<file path="src/rtl/apb_pkg.sv">
// Shared definitions for the APB register-file slave.
// Holds the FSM state encoding, register index constants, the default ID value,
// address/data field widths, the captured-request payload and decode helpers.
package apb_pkg;

    localparam int unsigned PSEL_W       = 3;
    localparam int unsigned PADDR_W      = 32;
    localparam int unsigned DATA_W       = 32;
    localparam int unsigned ADDR_DEC_W   = 8;
    localparam int unsigned REG_IDX_W    = 3;
    localparam int unsigned WAIT_CNT_W   = 4;
    localparam int unsigned REG_RW_FIRST = 1;
    localparam int unsigned REG_RW_LAST  = 6;

    localparam logic [REG_IDX_W-1:0] REG_IDX_ID  = 3'd0;
    localparam logic [REG_IDX_W-1:0] REG_IDX_TXN = 3'd7;

    localparam logic [DATA_W-1:0] ID_VALUE_DEFAULT = 32'hA5B0_0001;

    typedef enum logic [1:0] {
        ST_IDLE = 2'd0,
        ST_WAIT = 2'd1,
        ST_RESP = 2'd2
    } state_e;

    // Transfer captured in the setup phase.
    typedef struct packed {
        logic [ADDR_DEC_W-1:0] addr;
        logic                  write;
        logic [DATA_W-1:0]     wdata;
    } apb_req_t;

    // Word index of a decoded byte address.
    function automatic logic [REG_IDX_W-1:0] reg_idx(input logic [ADDR_DEC_W-1:0] addr);
        return addr[4:2];
    endfunction

    // Misaligned, out-of-window, or write to a read-only register.
    function automatic logic decode_error(input apb_req_t req);
        logic [REG_IDX_W-1:0] idx;
        idx = reg_idx(req.addr);
        return (req.addr[1:0] != 2'b00) ||
               (req.addr[7:5] != 3'b000) ||
               (req.write && ((idx == REG_IDX_ID) || (idx == REG_IDX_TXN)));
    endfunction

endpackage

</file>
<file path="src/rtl/apb_slave_regfile_if.sv">
// APB bridge-to-slave bus bundle.
// master: drives Pselx/Penable/Pwrite/Paddr/Pwdata, samples Prdata/Pready/Pslverr.
// slave : the reverse.
interface apb_slave_regfile_if;
    import apb_pkg::*;

    logic [PSEL_W-1:0]  Pselx;
    logic               Penable;
    logic               Pwrite;
    logic [PADDR_W-1:0] Paddr;
    logic [DATA_W-1:0]  Pwdata;
    logic [DATA_W-1:0]  Prdata;
    logic               Pready;
    logic               Pslverr;

    modport master (
        output Pselx, Penable, Pwrite, Paddr, Pwdata,
        input  Prdata, Pready, Pslverr
    );

    modport slave (
        input  Pselx, Penable, Pwrite, Paddr, Pwdata,
        output Prdata, Pready, Pslverr
    );

endinterface

</file>
<file path="src/rtl/apb_wait_counter.sv">
// Access-phase wait-state down-counter.
// Ports: clk, rst (sync active-high), load/load_value (preset), dec (count down,
// saturating at zero), zero_c (count is zero).
module apb_wait_counter
    import apb_pkg::*;
(
    input  logic                  clk,
    input  logic                  rst,
    input  logic                  load,
    input  logic [WAIT_CNT_W-1:0] load_value,
    input  logic                  dec,
    output logic                  zero_c
);

    logic [WAIT_CNT_W-1:0] count;

    // Load has priority over decrement.
    always_ff @(posedge clk) begin
        if (rst) begin
            count <= '0;
        end else if (load) begin
            count <= load_value;
        end else if (dec && (count != '0)) begin
            count <= count - WAIT_CNT_W'(1);
        end
    end

    assign zero_c = (count == '0);

endmodule

</file>
<file path="src/rtl/apb_slave_regfile.sv">
// APB slave with an 8-word register file.
// Word 0 = ID (read-only), words 1..6 = read/write, word 7 = transfer counter
// (read-only). Optional wait states ahead of Pready.
// Ports: Hclk (clock), Hreset (sync active-high reset), bus (APB slave modport).
module apb_slave_regfile
    import apb_pkg::*;
#(
    parameter int unsigned       SLAVE_IDX   = 0,
    parameter int unsigned       WAIT_STATES = 0,
    parameter logic [DATA_W-1:0] ID_VALUE    = ID_VALUE_DEFAULT
) (
    input logic                Hclk,
    input logic                Hreset,
    apb_slave_regfile_if.slave bus
);

    localparam logic [1:0] SEL_BIT = 2'(SLAVE_IDX);
    localparam logic [WAIT_CNT_W-1:0] WAIT_LOAD =
        (WAIT_STATES == 0) ? '0 : WAIT_CNT_W'(WAIT_STATES - 1);

    state_e                state;
    state_e                state_next;
    apb_req_t              req_q;
    apb_req_t              req_in;
    apb_req_t              resp_req;
    logic                  sel;
    logic                  setup;
    logic                  access;
    logic                  capture;
    logic                  enter_resp;
    logic                  commit;
    logic                  cnt_load;
    logic                  cnt_dec;
    logic                  cnt_zero;
    logic                  resp_err;
    logic [REG_IDX_W-1:0]  resp_idx;
    logic [DATA_W-1:0]     rd_data;
    logic                  wr_en;
    logic [REG_IDX_W-1:0]  commit_idx;
    logic [DATA_W-1:0]     prdata_q;
    logic                  pslverr_q;
    logic [DATA_W-1:0]     txn_count;
    logic [DATA_W-1:0]     rw_regs [REG_RW_FIRST:REG_RW_LAST];
    logic                  unused_bits;

    assign sel    = bus.Pselx[SEL_BIT];
    assign setup  = sel & ~bus.Penable;
    assign access = sel & bus.Penable;
    assign req_in = '{addr: bus.Paddr[ADDR_DEC_W-1:0], write: bus.Pwrite, wdata: bus.Pwdata};

    // Upper address bits and the other slaves' selects are intentionally ignored.
    assign unused_bits = ^{bus.Paddr[PADDR_W-1:ADDR_DEC_W], bus.Pselx};

    // With zero wait states RESP is entered straight from setup, before req_q holds it.
    assign resp_req = (state == ST_IDLE) ? req_in : req_q;
    assign resp_err = decode_error(resp_req);
    assign resp_idx = reg_idx(resp_req.addr);

    assign wr_en      = req_q.write && !decode_error(req_q);
    assign commit_idx = reg_idx(req_q.addr);

    apb_wait_counter u_wait_counter (
        .clk        (Hclk),
        .rst        (Hreset),
        .load       (cnt_load),
        .load_value (WAIT_LOAD),
        .dec        (cnt_dec),
        .zero_c     (cnt_zero)
    );

    // State register.
    always_ff @(posedge Hclk) begin
        if (Hreset) begin
            state <= ST_IDLE;
        end else begin
            state <= state_next;
        end
    end

    // Next state and control strobes.
    always_comb begin
        state_next = state;
        capture    = 1'b0;
        enter_resp = 1'b0;
        commit     = 1'b0;
        cnt_load   = 1'b0;
        cnt_dec    = 1'b0;
        unique case (state)
            ST_IDLE: begin
                if (setup) begin
                    capture = 1'b1;
                    if (WAIT_STATES == 0) begin
                        state_next = ST_RESP;
                        enter_resp = 1'b1;
                    end else begin
                        state_next = ST_WAIT;
                        cnt_load   = 1'b1;
                    end
                end
            end
            ST_WAIT: begin
                if (!access) begin
                    state_next = ST_IDLE;
                end else if (cnt_zero) begin
                    state_next = ST_RESP;
                    enter_resp = 1'b1;
                end else begin
                    cnt_dec = 1'b1;
                end
            end
            ST_RESP: begin
                // A dropped select or enable here is an abort: nothing is committed.
                state_next = ST_IDLE;
                commit     = access;
            end
            default: begin
                state_next = ST_IDLE;
            end
        endcase
    end

    // Read mux for the response being entered.
    always_comb begin
        rd_data = '0;
        case (resp_idx)
            REG_IDX_ID:  rd_data = ID_VALUE;
            REG_IDX_TXN: rd_data = txn_count;
            default: begin
                for (int unsigned i = REG_RW_FIRST; i <= REG_RW_LAST; i++) begin
                    if (resp_idx == REG_IDX_W'(i)) begin
                        rd_data = rw_regs[i];
                    end
                end
            end
        endcase
    end

    // Captured request, response data and the register bank.
    always_ff @(posedge Hclk) begin
        if (Hreset) begin
            req_q     <= '0;
            prdata_q  <= '0;
            pslverr_q <= 1'b0;
            txn_count <= '0;
            for (int unsigned i = REG_RW_FIRST; i <= REG_RW_LAST; i++) begin
                rw_regs[i] <= '0;
            end
        end else begin
            if (capture) begin
                req_q <= req_in;
            end
            if (enter_resp) begin
                pslverr_q <= resp_err;
                prdata_q  <= (resp_err || resp_req.write) ? '0 : rd_data;
            end else if (state_next == ST_IDLE) begin
                pslverr_q <= 1'b0;
                prdata_q  <= '0;
            end
            if (commit) begin
                txn_count <= txn_count + DATA_W'(1);
                for (int unsigned i = REG_RW_FIRST; i <= REG_RW_LAST; i++) begin
                    if (wr_en && (commit_idx == REG_IDX_W'(i))) begin
                        rw_regs[i] <= req_q.wdata;
                    end
                end
            end
        end
    end

    assign bus.Pready  = (state == ST_RESP);
    assign bus.Prdata  = prdata_q;
    assign bus.Pslverr = pslverr_q;

endmodule

</file>
<file path="src/flat_wrapper.sv">
// flat-port wrapper written by rule: the top's interface ports become plain ports
module apb_slave_regfile_flat import apb_pkg::*;
#(
    parameter int unsigned       SLAVE_IDX   = 0,
    parameter int unsigned       WAIT_STATES = 0,
    parameter logic [DATA_W-1:0] ID_VALUE    = ID_VALUE_DEFAULT
)
  (Hclk, Hreset, bus_Pselx, bus_Penable, bus_Pwrite, bus_Paddr, bus_Pwdata, bus_Prdata, bus_Pready, bus_Pslverr);
  apb_slave_regfile_if bus_i ();
  input logic Hclk;
  input logic Hreset;
  input wire logic [$bits(bus_i.Pselx)-1:0] bus_Pselx;
  input wire logic [$bits(bus_i.Penable)-1:0] bus_Penable;
  input wire logic [$bits(bus_i.Pwrite)-1:0] bus_Pwrite;
  input wire logic [$bits(bus_i.Paddr)-1:0] bus_Paddr;
  input wire logic [$bits(bus_i.Pwdata)-1:0] bus_Pwdata;
  output wire logic [$bits(bus_i.Prdata)-1:0] bus_Prdata;
  output wire logic [$bits(bus_i.Pready)-1:0] bus_Pready;
  output wire logic [$bits(bus_i.Pslverr)-1:0] bus_Pslverr;
  assign bus_i.Pselx = bus_Pselx;
  assign bus_i.Penable = bus_Penable;
  assign bus_i.Pwrite = bus_Pwrite;
  assign bus_i.Paddr = bus_Paddr;
  assign bus_i.Pwdata = bus_Pwdata;
  assign bus_Prdata = bus_i.Prdata;
  assign bus_Pready = bus_i.Pready;
  assign bus_Pslverr = bus_i.Pslverr;
  apb_slave_regfile #(.SLAVE_IDX(SLAVE_IDX), .WAIT_STATES(WAIT_STATES), .ID_VALUE(ID_VALUE)) u_core (.Hclk(Hclk), .Hreset(Hreset), .bus(bus_i));
endmodule
</file>
<file path="config.mk">
export PLATFORM = sky130hd
export DESIGN_NAME = apb_slave_regfile_flat
export DESIGN_NICKNAME = d
export VERILOG_FILES = /design/src/rtl/apb_pkg.sv /design/src/rtl/apb_slave_regfile_if.sv /design/src/rtl/apb_wait_counter.sv /design/src/rtl/apb_slave_regfile.sv /design/src/flat_wrapper.sv
export SDC_FILE = /design/constraint.sdc
export NUM_CORES = 1
export LEC_CHECK = 0
export ABC_AREA = 1
export BUFFER_PORTS_ARGS = -buffer_cell sky130_fd_sc_hd__buf_4
export CAP_MARGIN = 40
export CORE_MARGIN = 2
export CORE_UTILIZATION = 32
export DETAILED_ROUTE_END_ITERATION = 8
export PLACE_DENSITY = 0.49
export SYNTH_ARGS = -nofsm -noshare
export SYNTH_HDL_FRONTEND = slang
export SYNTH_HIERARCHICAL = 1
export SYNTH_SLANG_ARGS = --single-unit
export TNS_END_PERCENT = 1
</file>
<file path="constraint.sdc">
create_clock -name Hclk -period 5.4 [get_ports Hclk]
set_input_delay 1.08 -clock Hclk [delete_from_list [all_inputs] [get_ports Hclk]]
set_output_delay 1.08 -clock Hclk [all_outputs]
set_load 0.02 [all_outputs]
</file>
* Word level (Yosys, flattened, before mapping)
Memory sizes are Yosys's and may differ from the RTL's.
Cells that the tools add are included.
** Operators by class
- Equality and inequality tests :: 16
- Multiplexer cells :: 58
- Bitwise gates (word level) :: 9
- Reduce and logical (&&, ||, !) cells :: 29
- Add/sub/neg operators :: 2
** Operators by type and width (number)
- 32-bit two-way mux :: 15
- 32-bit one-hot mux with 2 select lines :: 1
- 41-bit two-way mux :: 1
- 1-bit two-way mux :: 36
- 32-bit by 1-bit adder with 32-bit output (second input constant) :: 1
- 3-bit == test (second input constant) :: 8
- 3-bit by 2-bit == test with 1-bit output (second input constant) :: 4
- 1-bit logical AND :: 10
- 1-bit logical OR :: 7
- 3-bit by 1-bit == test with 1-bit output (second input constant) :: 2
- 3-bit logical NOT :: 2
- 2-bit two-way mux :: 3
- 1-bit OR :: 6
- 2-bit nonzero test :: 3
- 3-bit nonzero test :: 2
- 2-bit logical NOT :: 2
- 4-bit logical NOT :: 1
- 2-bit one-hot mux with 2 select lines :: 1
- 4-bit nonzero test :: 1
- 4-bit by 1-bit subtractor with 4-bit output (second input constant) :: 1
- 1-bit bitwise AND :: 2
- 2-bit by 1-bit == test with 1-bit output (second input constant) :: 1
- 2-bit == test (second input constant) :: 1
- 1-bit one-hot mux with 2 select lines :: 1
- 2 further kinds :: 2
** Storage, ports and cells
- Output and inout bits :: 34
- Register bits after elaboration :: 112
- Memory bits (writable) :: 192
- Logic and storage cells :: 123
- Bits of input ports :: 71
- Memories kept :: 1
** Memory list
- u_core.rw_regs :: words 6, bits a word 32, rd ports 6, clocked after memory_dff 0, write ports 6, line apb_slave_regfile.sv:43 : logic [DATA_W-1:0] rw_regs [REG_RW_FIRST:REG_RW_LAST];

* Depth between registers and ports, before layout
Gate-level depths: netlist of the first run.
- Depth after elaboration :: 12
- Depth in mapped cells :: 13
- Depth with buffers taken out :: 12

* Hierarchy
The synthesis of the first run kept the hierarchy.
** By module, submodules not included
- apb_slave_regfile :: area an instance 13259.0 um2, instances 1, sequential area each 7927.6 um2, cells each 1470
- apb_wait_counter :: area an instance 274.0 um2, instances 1, sequential area each 80.1 um2, cells each 41

* Least setup slack after synthesis of the first run
Ideal clock, no wire load.
- Kind :: input to register
- Start :: input bus_Penable
- End :: register u_core/rw_regs[0][0] (netlist name)
- Library setup time :: 466 ps
- Setup slack :: 1057 ps
- Data required time :: 4934 ps
- Data arrival time :: 3878 ps
- Path buffers :: 0
- Stages :: 6
- Path through :: nand2_1 -> inv_1 -> nand2_4 -> inv_1 -> nand3_1 -> o21ai_0
** RTL lines
- start, declared :: line flat_wrapper.sv:13 : input wire logic [$bits(bus_i.Penable)-1:0] bus_Penable;

==> metrics.md, run 1 <==
| Metric | Value |
|---|---|
| Clock transition at path regs | `0.05 ns` |
| Adder-cell share of the synthesized area | `0.185%` |
| Clk network pwr share | `43.6%` |
| Top FF cell, synth | `edfxtp_1` |
| H-tree depth | `2` |
| Inserted Clock Buffers | `35` |
| Input/output buffers | `between 70 and 80` |
| M1 WL | `about 18000 um` |
| Final hold vios | `0` |
| Share of the synthesized area in the top cell type | `a little over two fifths` |
| Max Buffers Root-to-Sink | `3` |
| Cell Area, Synth | `about 14000 um2` |
| Status | `finished clean` |
| Max Fanout on Critical Path | `18` |
| Post-CTS Setup Inserts | `0` |
| Post-synth top area cell | `edfxtp_1` |
| Minimum clock period | `3.32 ns` |
| Core area | `41900 um2` |
| Total congestion overflow | `0` |
| LEAKAGE | `5.79 nW` |
| Sequential share of power | `48.3%` |
| Synth cell types | `43` |
| Max-Cap Viols | `0` |
| CTS sink cnt | `roughly 300` |
| Peak supply drop | `0.152 mV` |
| EDFF count, synth | `192` |
| Pin slew with the least headroom to its limit | `just under 0.9 ns` |
| Tot GR Track Use | `roughly 18%` |
| # DRC | `0` |
| Unrepaired setup endpoints after global routing | `false` |
| Cts repair resizes | `0` |
| Slew Limit Fails | `0` |
| Fin Hold WS | `0.463 ns` |
| Initial antenna violation count | `0` |
| Worst EP arrival | `3.51 ns` |
| Sequential share of the synthesized area | `between 50% and 60%` |
| Number of setup violations in the final report | `0` |
| Clock root cell | `clkbuf_16` |
| Number of global-route vias before repair | `between 10000 and 15000` |
| CTS tree | `yes` |
| Layout cell share with drive strength beyond 1 | `13.0%` |
| Worst setup SP type | `input pin` |
| Synth Area in Simple Gates | `approximately 23%` |
| Required @ worst endpoint | `5.59 ns` |
| Die W | `210 um` |
| Area growth syn-to-layout | `18.0%` |
| Worst clock skew | `roughly 0.014 ns` |
| Final net count | `1651` |
| Fmax | `301 MHz` |
| Num rows | `between 70 and 80` |
| Final Non-Filler Cells | `approximately 2100` |
| Worst slew margin | `41.0%` |
| CP Class | `in -> reg` |
| Drt wl/cell | `18.8 um` |
| Post-route setup TNS | `0 ns` |
| Met3 routed WL | `1750 um` |
| Routed length on met2 | `roughly 19000 um` |
| RD Place Congestion | `0.848` |
| Switching power | `1.28 mW` |
| Cts-stage hold buffer count | `0` |
| Slack of the critical path | `2.08 ns` |
| Drt first pass iters | `5` |
| Mean post-synth cell area | `8.96 um2` |
| Final wirelength | `40200 um` |
| Hold WC Path Type | `reg -> reg` |
| First-pass GRT wire length | `~60000 um` |
| Clock Latency Late Sink | `about 0.53 ns` |
| # diodes | `0` |
| Sw frac | `24.1%` |
| Via density | `4.94` |
| FF+latch count, synth | `approximately 300` |
| Mux cell area share after synthesis | `0%` |
| HPWL after DPL | `between 20000 and 30000 um` |
| DP Cell Count | `2080` |
| Synth Area in Compound Gates | `9.34%` |
| Min-delay src | `u_core/bus.Prdata[30]` |
| Post-Route Utilization | `between 30% and 40%` |
| Initial DRC Count | `between 700 and 800` |
| Initial core utilization | `32.3%` |
| Critical Path Source | `bus_Penable` |
| Final Cycle Share | `61.5%` |
| Comb pwr share | `8.1%` |
| Die Y | `210 um` |
| Largest net degree at the start of global routing | `76` |
| Pwr/cell area | `331 nW/um2` |
| Synth Area in XOR/XNOR | `1.23%` |
| Worst slack, placed | `1.53 ns` |
| Worst setup EP type | `register` |
| Ys async rst share | `0%` |
| Reg-to-reg startpoint | `u_core/state[1]` |
| Internal Power | `4.02 mW` |
| IO Pins | `~110` |
| Largest family of logic cells by synthesized area | `simple AND/OR/NAND/NOR gates` |
| Synth warn | `6` |
| Post-route ant nets | `0` |
| Post-Synthesis Cells | `1511` |
| Ranking of synthesized cells by area | `edfxtp_1, dfxtp_1, nor2_1, nand2_1, a21oi_1` |
| Die ar. | `44000 um2` |
| DR top layer | `met4` |
| Vias | `~11000` |
[power by group through the flow]
stage	clock [mW]	sequential, mW	combinational, mW
after floorplan	0	2.61	0.243
after global placement	0	2.61	0.413
after detailed placement	0	2.61	0.428
after CTS	2.36	2.56	0.430
after global routing	2.44	2.56	0.469
final	2.31	2.56	0.429
[registers in the layout, indices dropped and copies added, names as in the netlist]
| register | cells |
|---|---|
| u_core/rw_regs | 192 |
| u_core/req_q | 38 |
| u_core/bus.Prdata | 32 |
| u_core/txn_count | 32 |
| u_core/u_wait_counter/count | 4 |
| u_core/commit_idx | 3 |
| u_core/state | 2 |
| u_core/bus.Pslverr | 1 |
[cell type report]
class,count,area (um2)
clock buffers,50,1030
clock inverters,12,78.8
fillers,4215,25900
inverters,156,587
multi-input cells,974,4660
flip-flops and latches,304,8010
well taps,539,674
repair buffers,107,931
[metal layers]
layer | vias up | GRT usage [%]
met2 | 229 | 30.8
met5 | - | 0
met4 | 0 | 5.26
li1 | 5190 | -
met3 | 64 | 2.38
met1 | 5101 | 25.1
[critical path, stage by stage]
cell and delay (ns):
buf_4 0.08, nand2_1 0.11, inv_1 0.14, nand2_4 0.17, inv_1 0.40, nand3_1 0.43
o21ai_4 0.67, buf_4 0.42
[per-stage QoR]
step           area, um2  power (mW)
6_report           16000        5.29
4_1_cts            16000        5.35
3_3_place_gp       14700        3.02
3_5_place_dp       14900        3.04
5_1_grt            16000        5.47
2_1_floorplan      13600        2.85
[logic make-up (layout without fill, tap and decap cells)]
family / count (synthesis) / count (layout)
adders and majority gates: 2 / 2
DFF: 304 / 304
buffers and inverters: 239 / 325
xor gates and xnor gates: 19 / 19
other: 1 / 7
AOI/OAI and AO/OA: 241 / 241
and+or+nand+nor: 705 / 705
[cell usage after synthesis, drive strengths merged, types with 3 or more instances]
cell and instances:
a21oi 145, buf 38, clkbuf 45, clkinv 3
dfxtp 112, edfxtp 192, inv 153, nand2 236
nand3 24, nand4 95, nor2 314, nor3 23
nor3b 3, nor4 3, o211ai 11, o21ai 81
or2 5, xor2 19
[final timing paths]
check	endpoint	slack (ns)	depth (start not counted)
setup / recovery	u_core/rw_regs[0][18]	2.08	8
setup reg to reg	u_core/rw_regs[0][18]	2.26	7
hold / removal	u_core/bus.Prdata[30]	0.46	2
hold reg to reg	u_core/bus.Prdata[30]	0.46	2
[layout by cell type (no fill, tap or decap), types with 2 or more instances in the layout]
master,n
nand4_1,95
inv_1,146
dfxtp_1,112
buf_12,7
nor4_1,2
o21ai_1,2
clkbuf_8,5
nand3_2,3
nand2_2,14
nor3_1,20
a21oi_1,143
edfxtp_1,192
or2_2,4
clkbuf_16,37
nand3_1,21
inv_2,7
o211ai_1,11
o21ai_0,75
clkinv_2,7
nor2_1,305
clkinv_1,7
nor3b_1,2
a21oi_2,2
nor2_2,5
clkbuf_1,7
ha_1,2
nand2_4,3
buf_4,98
xor2_1,19
o21ai_4,4
nor3_4,2
nand2_1,219
nor2_4,4
conb_1,7
buf_16,2
Note: power is estimated with default switching activity, not from simulation.
==> run 2, diff against run 1 <==
--- a/config.mk
+++ b/config.mk
@@ -5,7 +5,7 @@
 export SDC_FILE = /design/constraint.sdc
 export NUM_CORES = 1
 export LEC_CHECK = 0
-export ABC_AREA = 1
+export ABC_AREA = 0
 export BUFFER_PORTS_ARGS = -buffer_cell sky130_fd_sc_hd__buf_4
 export CAP_MARGIN = 40
 export CORE_MARGIN = 2
==> constraint.sdc (replaced) <==
create_clock -name Hclk -period 3.4 [get_ports Hclk]
set_input_delay 0.68 -clock Hclk [delete_from_list [all_inputs] [get_ports Hclk]]
set_output_delay 0.68 -clock Hclk [all_outputs]
set_load 0.02 [all_outputs]
==> metrics.md, run 2 <==
| Metric | Value |
|---|---|
| Die ar. | `44400 um2 (was 44000 um2)` |
| Initial core utilization | `32.5% (was 32.3%)` |
| Cell Area, Synth | `13700 um2 (was 13500 um2)` |
| Fmax | `371 MHz` |
| Worst clock skew | `0.0220 ns (was 0.0142 ns)` |
| Core area | `42000 um2 (was 41900 um2)` |
| Drt wl/cell | `21.2 um (was 18.8 um)` |
| Worst slew margin | `34.9% (was 41.0%)` |
| Largest net degree at the start of global routing | `102 (was 76)` |
| Die Y | `211 um (was 210 um)` |
| Drt first pass iters | `5 (unchanged)` |
| Clock transition at path regs | `0.06 ns (was 0.05 ns)` |
| Largest Register | `u_core/rw_regs (unchanged)` |
| Input/output buffers | `78 (unchanged)` |
| Max reg flops | `192 (unchanged)` |
| Pwr/cell area | `523 nW/um2 (was 331 nW/um2)` |
| CTS sink cnt | `304 (unchanged)` |
| Worst setup SP type | `register (was input pin)` |
| Max Fanout on Critical Path | `22 (was 18)` |
| RD Place Congestion | `0.760 (was 0.848)` |
| Most frequent cells in the layout | `and2_1, edfxtp_1, nand2_1 (was nor2_1, nand2_1, edfxtp_1)` |
| Final Non-Filler Cells | `1926 (was 2142)` |
| Ys async rst share | `0% (unchanged)` |
| Mean post-synth cell area | `10.7 um2 (was 8.96 um2)` |
| Ranking of synthesized cells by area | `edfxtp_1, dfxtp_1, and2_1, nand2_1, mux2i_1 (was edfxtp_1, dfxtp_1, nor2_1, nand2_1, a21oi_1)` |
| Initial DRC Count | `662 (was 710)` |
| Total congestion overflow | `0 (unchanged)` |
| Cts-stage hold buffer count | `0 (unchanged)` |
| EDFF count, synth | `192 (unchanged)` |
| Reg-to-reg slack, setup | `0.71 ns (was 2.26 ns)` |
| Die W | `211 um (was 210 um)` |
| # diodes | `0 (unchanged)` |
| Cts repair resizes | `0 (unchanged)` |
| Post-route ant nets | `0 (unchanged)` |
| HPWL after DPL | `25000 um (was 25400 um)` |
| First-pass GRT wire length | `61700 um (was 61300 um)` |
| IO Pins | `105 (unchanged)` |
| Post-synth top area cell | `edfxtp_1 (unchanged)` |
| Layout cell share with drive strength beyond 1 | `16.4% (was 13.0%)` |
| Post-Route Utilization | `38.9% (was 38.1%)` |
| Required @ worst endpoint | `3.78 ns (was 5.59 ns)` |
| Peak supply drop | `0.298 mV (was 0.152 mV)` |
| Slack of the critical path | `0.706 ns (was 2.08 ns)` |
| Number of setup violations in the final report | `0 (unchanged)` |
| Worst slack, placed | `0.362 ns (was 1.53 ns)` |
| Hold WC Path Type | `in -> reg (was reg -> reg)` |
| Total Power | `8.56 mW (was 5.29 mW)` |
| Area growth syn-to-layout | `19.7% (was 18.0%)` |
| Via density | `5.13 (was 4.94)` |
| Tot GR Track Use | `18.7% (was 18.4%)` |
| Post-Synthesis Cells | `1274 (was 1511)` |
| Max-Cap Viols | `0 (unchanged)` |
| Synth cell types | `64 (was 43)` |
| Fillers | `4158 (was 4215)` |
| # DRC | `0 (unchanged)` |
| Top-count cell post-synth | `and2_1 (was nor2_1)` |
| Sequential share of the synthesized area | `58.6% (was 59.2%)` |
| Num rows | `75 (unchanged)` |
| DP Cell Count | `1858 (was 2080)` |
| Worst EP arrival | `3.07 ns (was 3.51 ns)` |
| Top flop regs | `u_core/rw_regs x192, u_core/req_q x38 (unchanged)` |
| Worst path cell trace | `nor2_2 > mux2_2 > nand2_1 > buf_12 > o21a_1 > a21oi_1 > a211oi_2 (was buf_4 > nand2_1 > inv_1 > nand2_4 > inv_1 > nand3_1 > o21ai_4 > buf_4)` |
| Initial antenna violation count | `0 (unchanged)` |
| Slew Limit Fails | `0 (unchanged)` |
| Minimum clock period | `2.69 ns` |
| Clock Latency Late Sink | `0.53 ns (about the same)` |
| Status | `finished clean (unchanged)` |
| Final hold vios | `0 (unchanged)` |
| Clock root cell | `clkbuf_16 (unchanged)` |
| Worst setup EP type | `register (unchanged)` |
| Synth warn | `6 (unchanged)` |
| Share of the synthesized area in the top cell type | `42.2% (was 42.6%)` |
| Inserted Clock Buffers | `37 (was 35)` |
| Post-CTS Setup Inserts | `0 (unchanged)` |
| Worst path max stage delay | `0.65 ns (was 0.67 ns)` |
| Pin slew with the least headroom to its limit | `0.967 ns (was 0.882 ns)` |
| Number of global-route vias before repair | `9783 (was 10200)` |
| Unrepaired setup endpoints after global routing | `false (unchanged)` |
| LEAKAGE | `5.95 nW (was 5.79 nW)` |
| Commonest cells post-synth | `and2_1, edfxtp_1, nand2_1 (was nor2_1, nand2_1, edfxtp_1)` |
| CP Class | `reg -> reg (was in -> reg)` |
| Final Cycle Share | `79.2%` |
| H-tree depth | `2 (unchanged)` |
| Max Buffers Root-to-Sink | `3 (unchanged)` |
| CTS tree | `yes (unchanged)` |
| Vias | `9879 (was 10600)` |
| Most common cell after layout, fill and taps aside | `and2_1 (was nor2_1)` |
| Worst-path cell with the longest stage delay | `mux2_2 (was o21ai_4)` |
| Final wirelength | `40900 um (was 40200 um)` |
| FF+latch count, synth | `304 (unchanged)` |
| Top FF cell, synth | `edfxtp_1 (unchanged)` |
| Final net count | `1431 (was 1651)` |
## run 2: metal layers
metal	vias to the layer above	routed length, um	global-route usage, %
li1	4716	-	-
met1	4852	19000	25.9
met2	253	18600	30.0
met3	58	2090	2.87
met4	0	1190	5.97
met5	-	0	0
## run 2: power breakdown
group          leakage, nW  total (mW)  switching [mW]  internal (mW)
registers             2.89        4.08          0.0642           4.01
logic                 2.46       0.586           0.386          0.201
clock network        0.591        3.90            1.54           2.35
total                 5.95        8.56            1.99           6.57
## run 2: kinds of logic (layout without fill, tap and decap cells)
kind of cell	Yosys count	after routing	share of synthesized area, %
compound gates	288	288	13.6
xor+xnor	24	24	1.54
fa+ha+maj	2	2	0.183
buf+inv	99	205	2.98
flops	304	304	58.6
mux	44	44	3.23
other cells	1	8	0.0274
simple gates	512	512	19.8
## run 2: path summary, 6_finish.rpt
| path | from | endpoint | cells past startpoint |
|---|---|---|---|
| max reg2reg | u_core/state[0] | u_core/bus.Prdata[9] | 7 |
| max | u_core/state[0] | u_core/bus.Prdata[9] | 7 |
| min | bus_Pwdata[15] | u_core/req_q[15] | 3 |
| min reg2reg | u_core/bus.Prdata[30] | u_core/bus.Prdata[30] | 2 |
## run 2: area by class of cell
type	count	area, um2	area share, %
Clock buffer	49	1020	6.25
Sequential cell	304	8010	48.9
Inverter	13	48.8	0.298
Multi-Input combinational cell	878	5440	33.2
Clock inverter	19	179	1.09
Timing Repair Buffer	124	993	6.07
Tap cell	539	674	4.12
## run 2: stage by stage
step	hold slack, ns	TNS, ns	instance area (um2)
global route	0.381	0	16400
CTS	0.377	0	16400
detailed placement	0.442	0	15200
finish	0.399	0	16400
floorplan	0.431	-117.72	13700
global placement	0.440	0	15200
## run 2: critical path: cells and delay by family (launching register included)
family                 cells  cell delay [ns]
AO/OA/AOI/OAI              3             0.43
buffers and inverters      1             0.33
flip-flops                 1             0.52
multiplexers               1             0.65
AND/OR/NAND/NOR            2             0.62
